<file path="src/rtl/data_mem_arbiter.sv">
// Round-robin arbiter sharing one single-port data memory between the CPU data side (port 0)
// and a secondary master (port 1), with bounded bursts and read data routed back by port.
module data_mem_arbiter #(
    parameter int AW        = 8,
    parameter int DW        = 32,
    parameter int RD_LAT    = 1,
    parameter int MAX_BURST = 4
) (
    input  logic          clk,
    input  logic          rst,
    input  logic          m0_req,
    input  logic          m0_we,
    input  logic [AW-1:0] m0_addr,
    input  logic [DW-1:0] m0_wdata,
    output logic          m0_gnt,
    output logic          m0_rvalid,
    output logic [DW-1:0] m0_rdata,
    input  logic          m1_req,
    input  logic          m1_we,
    input  logic [AW-1:0] m1_addr,
    input  logic [DW-1:0] m1_wdata,
    output logic          m1_gnt,
    output logic          m1_rvalid,
    output logic [DW-1:0] m1_rdata,
    output logic [AW-1:0] mem_addr,
    output logic          mem_we,
    output logic [DW-1:0] mem_wdata,
    input  logic [DW-1:0] mem_rdata,
    output logic          owner,
    output logic          busy
);

    localparam int CW = (MAX_BURST > 1) ? $clog2(MAX_BURST) : 1;
    localparam logic [CW-1:0] LAST_BEAT = CW'(MAX_BURST - 1);

    typedef enum logic [1:0] {
        IDLE = 2'd0,
        OWN0 = 2'd1,
        OWN1 = 2'd2
    } state_t;

    state_t          state, nextState, otherState;
    logic            lastOwner, nextLastOwner;
    logic [CW-1:0]   beatCnt, nextBeatCnt;
    logic            curReq, curWe, otherReq;
    logic [AW-1:0]   curAddr;
    logic [DW-1:0]   curWdata;
    logic            owning;
    logic            beat;
    logic [RD_LAT-1:0] pipeValid;
    logic [RD_LAT-1:0] pipePort;

    // Present the current owner's command as "cur" and the waiting port as "other".
    always_comb begin
        curReq     = m0_req;
        curWe      = m0_we;
        curAddr    = m0_addr;
        curWdata   = m0_wdata;
        otherReq   = m1_req;
        otherState = OWN1;
        if (state == OWN1) begin
            curReq     = m1_req;
            curWe      = m1_we;
            curAddr    = m1_addr;
            curWdata   = m1_wdata;
            otherReq   = m0_req;
            otherState = OWN0;
        end
    end

    assign owning    = (state == OWN0) || (state == OWN1);
    assign beat      = owning && curReq;
    assign mem_addr  = owning ? curAddr : '0;
    assign mem_wdata = owning ? curWdata : '0;
    assign mem_we    = beat && curWe;
    assign m0_gnt    = (state == OWN0) && m0_req;
    assign m1_gnt    = (state == OWN1) && m1_req;

    always_comb begin
        nextState     = state;
        nextBeatCnt   = beatCnt;
        nextLastOwner = lastOwner;
        case (state)
            IDLE: begin
                if (m0_req && m1_req)
                    nextState = lastOwner ? OWN0 : OWN1;
                else if (m0_req)
                    nextState = OWN0;
                else if (m1_req)
                    nextState = OWN1;
            end
            OWN0, OWN1: begin
                if (!curReq) begin
                    nextState = otherReq ? otherState : IDLE;
                end else begin
                    nextLastOwner = (state == OWN1);
                    // The counter saturates on the last beat so a late requester waits at most one beat.
                    if (beatCnt == LAST_BEAT && otherReq)
                        nextState = otherState;
                    else if (beatCnt != LAST_BEAT)
                        nextBeatCnt = beatCnt + CW'(1);
                end
            end
            default: nextState = IDLE;
        endcase
        if (nextState != state)
            nextBeatCnt = '0;
    end

    always_ff @(posedge clk or negedge rst) begin
        if (!rst) begin
            state     <= IDLE;
            lastOwner <= 1'b1;
            beatCnt   <= '0;
            owner     <= 1'b0;
            busy      <= 1'b0;
        end else begin
            state     <= nextState;
            lastOwner <= nextLastOwner;
            beatCnt   <= nextBeatCnt;
            owner     <= (nextState == OWN1);
            busy      <= (nextState != IDLE);
        end
    end

    // Tag each read beat with its issuing port so data returns to the right master after a handoff.
    always_ff @(posedge clk or negedge rst) begin
        if (!rst) begin
            pipeValid <= '0;
            pipePort  <= '0;
        end else begin
            pipeValid[0] <= beat && !curWe;
            pipePort[0]  <= (state == OWN1);
            for (int i = 1; i < RD_LAT; i++) begin
                pipeValid[i] <= pipeValid[i-1];
                pipePort[i]  <= pipePort[i-1];
            end
        end
    end

    assign m0_rvalid = pipeValid[RD_LAT-1] && !pipePort[RD_LAT-1];
    assign m1_rvalid = pipeValid[RD_LAT-1] &&  pipePort[RD_LAT-1];
    assign m0_rdata  = mem_rdata;
    assign m1_rdata  = mem_rdata;

endmodule

</file>
<file path="config.mk">
export PLATFORM = sky130hd
export DESIGN_NAME = data_mem_arbiter
export DESIGN_NICKNAME = d
export VERILOG_FILES = /design/src/rtl/data_mem_arbiter.sv
export SDC_FILE = /design/constraint.sdc
export NUM_CORES = 1
export LEC_CHECK = 0
export BUFFER_PORTS_ARGS = -buffer_cell sky130_fd_sc_hd__buf_2
export CORE_AREA = 2 2 89 91
export DETAILED_ROUTE_END_ITERATION = 8
export DIE_AREA = 0 0 91 93
export SLEW_MARGIN = 0
export SYNTH_ARGS = -nofsm -noshare
export SYNTH_HDL_FRONTEND = slang
export SYNTH_SLANG_ARGS = --single-unit
</file>
<file path="constraint.sdc">
create_clock -name clk -period 2.35 [get_ports clk]
set_clock_uncertainty 0.1 [all_clocks]
set_input_delay 0.1175 -clock clk [delete_from_list [all_inputs] [get_ports clk]]
set_output_delay 0.1175 -clock clk [all_outputs]
set_load 0.05 [all_outputs]
</file>
**After elaboration in Yosys (flattened, before gate mapping)**

Cells that the tools add are included.

- Add/subtract/negate cells: 1
- Multiply operators: 0
- Divide/modulo/power cells: 0
- $lt $le $gt $ge: 0
- Eq/ne operators: 7
- Shift operators: 0
- Mux-type cells: 21
- Bitwise gates (word level): 0
- Reductions and logical operators: 20

Operators by type and width:

| kind | number |
|---|---|
| 2-to-1 mux 32 bit | 2 |
| 2-to-1 mux 2 bit | 13 |
| 2-to-1 mux 8 bit | 2 |
| logical AND 1 bit | 9 |
| nonzero test 2 bit | 4 |
| == test 2 bit, second input constant | 3 |
| case mux 2 bit (2 select lines) | 1 |
| AND reduction 4 bit | 1 |
| 2-to-1 mux 1 bit | 3 |
| adder 2 x 1 -> 2 bit, second input constant | 1 |
| == test 2 x 1 -> 1 bit, second input constant | 1 |
| logical NOT 1 bit | 2 |
| logical NOT 2 bit | 1 |
| != test 2 x 1 -> 1 bit, second input constant | 1 |
| != test 2 bit | 1 |
| != test 2 bit, second input constant | 1 |
| AND reduction 2 bit | 1 |
| OR reduction 2 bit | 1 |
| logical OR 1 bit | 1 |

- Register bits: 9
- Latch bits: 0
- Memory bits (writable): 0
- Bits in read-only memories: 0
- Output and inout bits: 111
- Memories: 0

**Longest topological paths before layout**

- Depth in word-level cells: 9
- Gate-level depth with buffers: 8

**Least setup slack after synthesis**

No wires, ideal clock.

- Path kind: reg-to-output
- Start point: reg state[0]
- End point: out mem_we
- Arrival time: 2.314 ns
- Setup slack: -0.181 ns
- Cell stages (with the launch flop): 7
- Path buffers: 1
- Path through: dfrtp_1 inv_1 ha_1 buf_2 and2_1 o21ai_0 nor2_1

- Longest elaborated chain between the ends: 4

RTL lines:

| what | line | text |
|---|---|---|
| from (decl) | 42 | `state_t state, nextState, otherState;` |
| from (signal assigned) | 118 | `state <= nextState;` |
| == test 2 bit or == test 2 x 1 -> 1 bit (tied branches) | 61, 71 |  |
| 2-to-1 mux 1 bit or logical OR 1 bit (tied branches) | 61, 71 |  |
| logical AND 1 bit | 72 | `assign beat = owning && curReq;` |
| logical AND 1 bit * | 75 | `assign mem_we = beat && curWe;` |
| to (decl) | 26 | `output logic mem_we,` |

Every way passes the cells marked *; elsewhere a longest branch is shown, timed or not.

**Worst setup path in the final report**

- Start point: reg state[0]
- End point: out mem_wdata[9]

- Longest elaborated chain between the ends: 3

RTL lines:

| what | line | text |
|---|---|---|
| == test 2 bit or == test 2 x 1 -> 1 bit (tied branches) | 61, 71 |  |
| 2-to-1 mux 32 bit or logical OR 1 bit (tied branches) | 61, 71 |  |
| 2-to-1 mux 32 bit * | 74 | `assign mem_wdata = owning ? curWdata : '0;` |
| to (decl) | 27 | `output logic [DW-1:0] mem_wdata,` |

Marks and branches as above.

==> qor.csv <==
metric,value,unit
First-pass DRT Iterations,5,
Cells after Synth,220,
Synth warnings,0,
CP arrival,2010,ps
worst skew pair latency,240,ps
Achievable Freq,448.0,MHz
Crit. End Element,output pin,
DP HPWL,4115,µm
max_cap viols,0,
final hold vios,0,
CTS Sinks,9,
Worst R2R Path Depth,7,
endpoints failing setup,0,
Max Slew Vio Count,0,
die width,91,µm
Final nets,413,
most frequent cells in the layout,"buf_2, nor2b_1, mux2i_1",
CTS Buffer Depth,2,
total leakage power,1.174,nW
Detailed Route WL,4929,µm
Diodes inserted,0,
Hold Path Depth,3,
DR vias/cell,4.202,
"Reg clk slew, reported paths",50,ps
Post-Syn Area,1789,µm²
H-tree levels,1,
clock root cell,clkbuf_8,
total CTS buffers,3,
GP Congestion,0.7519,
CTS tree,done,
Starting Density,0.2377,
cell area power density,1844,nW/µm²
synthesized area per cell,8.133,µm²
fin crit period,2232,ps
Critical Path Max Stage Delay,420,ps
"commonest non-fill, non-tap cell in the layout",buf_2,
largest net degree at the start of global routing,24,
"Slowest-stage cell, CP",dfrtp_1,
DP Cell Count,386,
r2r endpoint,beatCnt[1],
starting DRC count in detailed routing,22,
first-pass GRT wire length,7169,µm
worst setup margin,117.9,ps
Chip Height,93,µm
vias,1643,
Critical Path Source Type,flip-flop,
#FFs+latches synth,9,
post-route ant nets,0,
crit share post-route,0.9498,
worst reg2reg startpoint,state[0],
floorplan core area,7527,µm²
Max IR drop VDD,636.1,µV
unique cell type count in the Yosys netlist,30,
total grt overflow,0,
Pwr Total,4.022,mW
"CP delay by family, top",buffers and inverters,
post-route cell area,2181,µm²
unrepaired setup endpoints after global routing,true,
Syn-to-layout area delta,21.89,%
setup TNS,0,ps
min-delay src,m0_we,
Slew @ Worst Pin,313.6,ps
placement row count,32,
outcome,completed,
Post-CTS Setup Inserts,0,
layout cells sized above 1,0.5052,
initial antenna violation count,0,
DP Worst Slack,155.9,ps
crit path kind,flip-flop to output pin,
sequential element share of the synthesized area,0.1266,
area of the multi-input gates,1025,µm²
R2R setup slack,170,ps
Hold Crit Endpoint,pipeValid,
Fill cells,839,
wire per inst,12.61,µm
Layout Cells excl Fill,391,
critical path required time,2130,ps
CP bufs+invs,4,
I/O Pins,229,
IO buf count,132,
Register Area,227.7,µm²
Remaining DRCs,0,
placed inst area,2103,µm²
Hold Path Class,primary input to flip-flop,
Mapped Nets,343,
vias in the first global route,1518,
die area,8463,µm²
CP Cell Sequence,inv_1 -> ha_2 -> buf_4 -> buf_8 -> mux2i_1 -> nor2b_1 -> buf_2,
Crit Path Max Fanout,15,
gr usage total,0.1038,
worst slew margin relative to its limit,0.7887,
metrics by stage:
| stage | util | hold WS (ps) |
|---|---|---|
| after global placement | 0.2794 | -125.4 |
| final | 0.2897 | 108.4 |
| after detailed placement | 0.2794 | -123.9 |
| after CTS | 0.2872 | 107.2 |
| after floorplan | - | -278.1 |
| after global routing | 0.2897 | 128.4 |
synthesized netlist by cell type:
master / count / area [µm²]
nor3_1: 2 / 10.01
a22o_1: 1 / 8.760
clkbuf_1: 5 / 18.77
and3_1: 1 / 6.260
xnor2_1: 1 / 8.760
ha_1: 5 / 62.56
buf_4: 64 / 480.5
dfrtp_1: 8 / 200.2
o311a_1: 1 / 10.01
inv_1: 5 / 18.77
nor2b_1: 44 / 275.3
nand4b_1: 2 / 17.52
mux2i_1: 42 / 420.4
a311o_1: 1 / 10.01
o211a_1: 1 / 10.01
o211ai_1: 3 / 22.52
o31a_1: 1 / 8.760
buf_2: 5 / 25.02
and2b_1: 1 / 7.510
nor4_1: 2 / 12.51
a31oi_1: 1 / 6.260
nor2_1: 4 / 15.01
o21ai_0: 3 / 15.01
nand3b_1: 2 / 15.01
o21a_1: 1 / 7.510
or2_2: 1 / 6.260
nand2_1: 5 / 18.77
and2_1: 6 / 37.54
nor3b_1: 1 / 7.510
dfstp_2: 1 / 26.28
layout make-up:
type                    count  share of cell area
inverters                   5            0.008606
well taps                 102             0.05852
repair buffers            139              0.3379
clock buffers               4             0.02065
flip-flops and latches      9              0.1044
multi-input cells         132              0.4699
tightest hold or removal path, delay by kind of cell:
kind / cells / cell delay (ps)
multiplexers: 1 / 80
buffers and inverters: 1 / 70
AND/OR/NAND/NOR: 1 / 140
kinds of logic (layout without fill, tap and decap cells):
logic type	count (synthesis)	in the layout	share of synthesized area
xor+xnor	1	1	0.004896
flops	9	9	0.1266
buf+inv	79	148	0.3035
compound gates	13	13	0.05525
simple gates	71	71	0.2399
fa+ha+maj	5	5	0.03497
mux	42	42	0.2350
routing by layer:
metal | wire length, µm | GRT usage
met4 | 134 | 0.04167
met2 | 2409 | 0.1852
met5 | 0 | 0
met1 | 1830 | 0.1124
met3 | 553 | 0.03626
power by group:
part	leakage (nW)	switching [mW]	internal [mW]
logic	1.04	2.49	1.08
registers	0.112	0.0482	0.224
clock network	0.0228	0.0613	0.118
total	1.17	2.60	1.42
registers in the layout (all words and copies together) (netlist names):
signal and count:
beatCnt 2, busy 1, lastOwner 1, owner 1, pipePort 1, pipeValid 1
state 2
how the worst max path moves through the flow:
stage | to | start | slack (ps) | cells past startpoint
2_1_floorplan | mem_we | state[0] | 10 | 6
3_3_place_gp | beatCnt[0] | state[0] | 220 | 7
3_5_place_dp | beatCnt[1] | state[0] | 160 | 7
4_1_cts | mem_we | state[1] | 10 | 7
5_1_grt | mem_wdata[21] | state[0] | -20 | 6
6_report | mem_wdata[9] | state[0] | 120 | 7
timing repair:
action | CTS | global route
hold buffers | 1 | 0
gates resized for setup | 1 | 7
setup endpoints to repair | 4 | 15
endpoints found under the hold margin | 9 | 0
Note: power is estimated with default switching activity, not from simulation.
